===== config.mk =====
export PLATFORM = sky130hd
export DESIGN_NAME = tl_phase_scheduler
export DESIGN_NICKNAME = d
export VERILOG_FILES = /design/src/rtl/tl_phase_scheduler.sv
export SDC_FILE = /design/constraint.sdc
export NUM_CORES = 1
export LEC_CHECK = 0
export CORE_MARGIN = 4
export CORE_UTILIZATION = 52
export CTS_BUF_LIST = sky130_fd_sc_hd__clkbuf_4 sky130_fd_sc_hd__clkbuf_8 sky130_fd_sc_hd__clkbuf_16
export DETAILED_ROUTE_END_ITERATION = 7
export PLACE_DENSITY = 0.83
export RECOVER_POWER = 100
export SYNTH_ARGS = -nofsm -noshare
export SYNTH_HDL_FRONTEND = slang
export SYNTH_SLANG_ARGS = --single-unit

===== constraint.sdc =====
create_clock -name clk_62 -period 6.2 [get_ports clk_62]
set_input_delay 1.55 -clock clk_62 [delete_from_list [all_inputs] [get_ports clk_62]]
set_output_delay 1.55 -clock clk_62 [all_outputs]
set_load 0.02 [all_outputs]

===== src/rtl/tl_phase_scheduler.sv =====
// Timed six-phase intersection scheduler. Main street rests in green, side street is served on demand,
// and crosswalk requests are latched and answered with a walk interval at the start of the next compatible green.
module tl_phase_scheduler #(
  parameter int MIN_GREEN = 8,
  parameter int MAX_GREEN = 30,
  parameter int YELLOW    = 3,
  parameter int ALL_RED   = 1,
  parameter int WALK      = 5,
  parameter int CW        = 6
) (
  input  logic       clk_62,
  input  logic       rst_62,
  input  logic       tick_62,
  input  logic       i1_62,
  input  logic       i2_62,
  input  logic       b1_62,
  input  logic       b2_62,
  input  logic       b3_62,
  input  logic       b4_62,
  output logic       r1_62,
  output logic       y1_62,
  output logic       g1_62,
  output logic       r2_62,
  output logic       y2_62,
  output logic       g2_62,
  output logic       w1_62,
  output logic       w2_62,
  output logic       w3_62,
  output logic       w4_62,
  output logic [2:0] phase_62
);

  typedef enum logic [2:0] {
    MG  = 3'd0,
    MY  = 3'd1,
    AR1 = 3'd2,
    SG  = 3'd3,
    SY  = 3'd4,
    AR2 = 3'd5
  } state_t;

  localparam logic [CW-1:0] MING_M1 = CW'(MIN_GREEN - 1);
  localparam logic [CW-1:0] MAXG_M1 = CW'(MAX_GREEN - 1);
  localparam logic [CW-1:0] YEL_M1  = CW'(YELLOW - 1);
  localparam logic [CW-1:0] AR_M1   = CW'(ALL_RED - 1);
  localparam logic [CW-1:0] WALK_T  = CW'(WALK);
  localparam logic [CW-1:0] TMAX    = {CW{1'b1}};

  state_t        state, state_nxt;
  logic [CW-1:0] timer;
  logic          side_req, ns_ped, ew_ped;
  logic          walk_ns, walk_ew;
  logic          enter_sg, enter_mg;

  // Main is the rest phase, so the main-street sensor never changes the sequence.
  logic unused_main_sensor;
  assign unused_main_sensor = i1_62;

  always_comb begin
    state_nxt = state;
    r1_62 = 1'b0;
    y1_62 = 1'b0;
    g1_62 = 1'b0;
    r2_62 = 1'b0;
    y2_62 = 1'b0;
    g2_62 = 1'b0;
    case (state)
      MG: begin
        g1_62 = 1'b1;
        r2_62 = 1'b1;
        if (tick_62 && timer >= MING_M1 && (side_req || ns_ped || i2_62)) state_nxt = MY;
      end
      MY: begin
        y1_62 = 1'b1;
        r2_62 = 1'b1;
        if (tick_62 && timer == YEL_M1) state_nxt = AR1;
      end
      AR1: begin
        r1_62 = 1'b1;
        r2_62 = 1'b1;
        if (tick_62 && timer == AR_M1) state_nxt = SG;
      end
      SG: begin
        r1_62 = 1'b1;
        g2_62 = 1'b1;
        if (tick_62 && timer >= MING_M1 && (!i2_62 || timer >= MAXG_M1)) state_nxt = SY;
      end
      SY: begin
        r1_62 = 1'b1;
        y2_62 = 1'b1;
        if (tick_62 && timer == YEL_M1) state_nxt = AR2;
      end
      AR2: begin
        r1_62 = 1'b1;
        r2_62 = 1'b1;
        if (tick_62 && timer == AR_M1) state_nxt = MG;
      end
      default: begin
        r1_62 = 1'b1;
        r2_62 = 1'b1;
        state_nxt = AR2;
      end
    endcase
  end

  assign enter_sg = (state_nxt == SG) && (state != SG);
  assign enter_mg = (state_nxt == MG) && (state != MG);

  // Request latches: a new request arriving on the clearing edge stays latched for the next service.
  always_ff @(posedge clk_62 or posedge rst_62) begin
    if (rst_62) begin
      state    <= MG;
      timer    <= '0;
      side_req <= 1'b0;
      ns_ped   <= 1'b0;
      ew_ped   <= 1'b0;
      walk_ns  <= 1'b0;
      walk_ew  <= 1'b0;
    end else begin
      state <= state_nxt;
      if (state_nxt != state) timer <= '0;
      else if (tick_62 && timer != TMAX) timer <= timer + 1'b1;
      side_req <= (side_req && !enter_sg) || i2_62;
      ns_ped   <= (ns_ped && !enter_sg) || b2_62 || b4_62;
      ew_ped   <= (ew_ped && !enter_mg) || b1_62 || b3_62;
      if (enter_sg) walk_ns <= ns_ped;
      if (enter_mg) walk_ew <= ew_ped;
    end
  end

  assign w1_62 = walk_ns && (state == SG) && (timer < WALK_T);
  assign w3_62 = w1_62;
  assign w2_62 = walk_ew && (state == MG) && (timer < WALK_T);
  assign w4_62 = w2_62;
  assign phase_62 = state;

endmodule


==> run metrics <==
initial core utilization=a little under three fifths; Die Span X=slightly above 50 um; peak supply drop=just under 0.2 mV; worst hold slack=0.490 ns; CTS max path bufs=2; Seq pwr share=between 30% and 40%; crit-path cells=dlygate4sd3_1 > inv_1 > nor4b_1 > a2111oi_2 > a311oi_1 > nor3_1; crit path max fanout=8; Power Dens Cells=365 nW/um2; number of CTS-inserted buffers=3; I/O pin count=22; Synth Flop Type=dfrtp_1; Final Hold Vio Count=0; DRT antenna net count=0; dpl ws=2.54 ns; Clock Power Share=~16%; Worst EP arrival=4.38 ns; syn_nets=120; post-layout worst setup margin=just under 2 ns; P_sw=~0.00018 W; first-pass GRT wire length=around 3300 um; number of global-route vias before repair=~750; PostCTS Resize Cnt=0; Mapped Cells=about 110; Clock Pin Slew Worst Setup and Hold Paths=0.09 ns; actual slew at the worst max-slew pin=about 1.1 ns; final core area utilization=~67%; largest net degree at the start of global routing=16; Async S/R FF share, synth=100%; clock sinks=14; Setup-failing EPs final=0; routed vias=between 800 and 900; # DRC=0; period utilisation layout=about 70%; CP Capture Type=flip-flop; setup repair after global routing missed its margin=false; number of DRC markers in iteration 0=15; CTS tree=done; chip height=50.8 um; maximum clock rate=between 200 and 250 MHz; post-synthesis area per instance=approximately 9 um2; initial antenna violation count=0; Crit Path Class=in -> reg; CTS root buffer=clkbuf_4; Hold-fix buffers, CTS=0; flops & latches, synth=14; WP data required=6.33 ns; fin crit period=between 4 and 5 ns; status=completed; layout cells sized above 1=between 8 and 9%; sequential share of the synthesized area=between 30 and 40%; port buffer count=20; Startpoint Class=input port; Layout area overhead=20.5%; post-synthesis cell area=~950 um2; most frequent cells in the layout=dlygate4sd3_1 (15), dfrtp_1 (14), inv_1 (8); cell row count=15; skew final=between 0.001 and 0.0015 ns; GRT Overall Usage=between 10% and 20%; DRT Wirelength=1970 um; dpl hpwl=roughly 1500 um; LEAKAGE=just under 0.5 nW; Largest stage delay, worst path=approximately 0.97 ns; Hold Crit Class=reg -> reg; Unique masters post-synth=42; first-pass iteration count of the detailed router=4; Cell Int Power=0.000239 W; CP max-delay cell=nor4b_1; sw frac=~43%; Ys Warns=0; commonest non-fill, non-tap cell in the layout=dlygate4sd3_1; EDFF count, synth=0; Comb pwr share=between 40% and 50%; # Max-Cap Violations=0; final slew viol count=0; Die ar.=between 2000 and 3000 um2; RD Place Congestion=about 0.91; # diodes=0; Final #Nets=about 140; Sum Neg Setup Slack=0 ns; GR Overflow Total=0; Core Box Area=between 1500 and 2000 um2; postcts setup bufs=0; Clock Latency Late Sink=0.28 ns; max_slew headroom=between 20% and 30%; H-Tree Depth=1; Vias/cell=roughly 5.7; WL/cell=13.5 um
==> worst paths after layout <==
| kind | startpoint | end | slack (ns) | cells past startpoint |
|---|---|---|---|---|
| min | side_req | side_req | 0.49 | 1 |
| max | tick_62 | timer[2] | 1.95 | 6 |
| min reg2reg | side_req | side_req | 0.49 | 1 |
| min in group asynchronous | rst_62 | timer[4] | 1.74 | 2 |
| max in group asynchronous | rst_62 | phase_62[2] | 4.10 | 2 |
| max reg2reg | timer[3] | timer[2] | 3.10 | 5 |
==> cell families after synthesis <==
kind of cell / share of synthesized area, %
flip-flops: 36.7
XOR/XNOR: 0.919
AND/OR/NAND/NOR: 27.7
adder cells (fa/ha/maj): 6.56
multiplexers: 3.41
buffers and inverters: 8.53
AO/OA/AOI/OAI: 16.1
==> state kept, by name, summed over array words and instances, names as in the netlist <==
register  cells
timer         6
side_req      1
ns_ped        1
phase_62      3
walk_ns       1
walk_ew       1
ew_ped        1
==> per-stage QoR <==
step	area [um2]	total power (W)	instances
floorplan	953	0.000298	106
global placement	1130	0.000370	142
detailed placement	1130	0.000377	142
CTS	1170	0.000444	146
global route	1150	0.000447	146
finish	1150	0.000419	146
==> power groups by stage <==
stage / Clock [W] / Sequential (W) / Combinational, W
6_report: 0.0000662 / 0.000144 / 0.000209
5_1_grt: 0.0000726 / 0.000150 / 0.000225
4_1_cts: 0.0000682 / 0.000144 / 0.000232
3_5_place_dp: 0 / 0.000146 / 0.000231
3_3_place_gp: 0 / 0.000144 / 0.000226
2_1_floorplan: 0 / 0.000132 / 0.000165
==> critical path, delay by kind of cell <==
family,cells,cell delay [ns]
compound gates,2,0.91
buf+inv,2,0.81
simple gates,2,1.11
==> Yosys cell counts (2+ instances only) <==
cell type | n | area share [%]
o21ai_0 | 2 | 1.0
clkbuf_1 | 4 | 1.6
buf_2 | 2 | 1.0
nand3_1 | 5 | 2.6
a211o_1 | 2 | 1.8
nand2_1 | 7 | 2.8
nor2_1 | 7 | 2.8
dfrtp_1 | 14 | 37
buf_4 | 2 | 1.6
a21oi_1 | 6 | 3.1
nor2b_1 | 2 | 1.3
nand4_1 | 2 | 1.3
nand4b_1 | 2 | 1.8
ha_1 | 5 | 6.6
and3_1 | 3 | 2.0
nor3_1 | 7 | 3.7
inv_1 | 8 | 3.1
mux2_2 | 2 | 2.4
==> layout make-up <==
| type | instances | area (um2) |
|---|---|---|
| clock buffers | 4 | 36.3 |
| fillers | 157 | 578 |
| inverters | 8 | 30.0 |
| multi-input cells | 75 | 500 |
| flip-flops and latches | 14 | 350 |
| well taps | 25 | 31.3 |
| repair buffers | 20 | 200 |
==> per-layer routing <==
layer	routed length, um	GRT usage [%]
met4	6	4.04
met5	0	0
met1	969	22.7
met3	85	1.75
met2	909	27.4
Power figures use the tool's default switching activity.
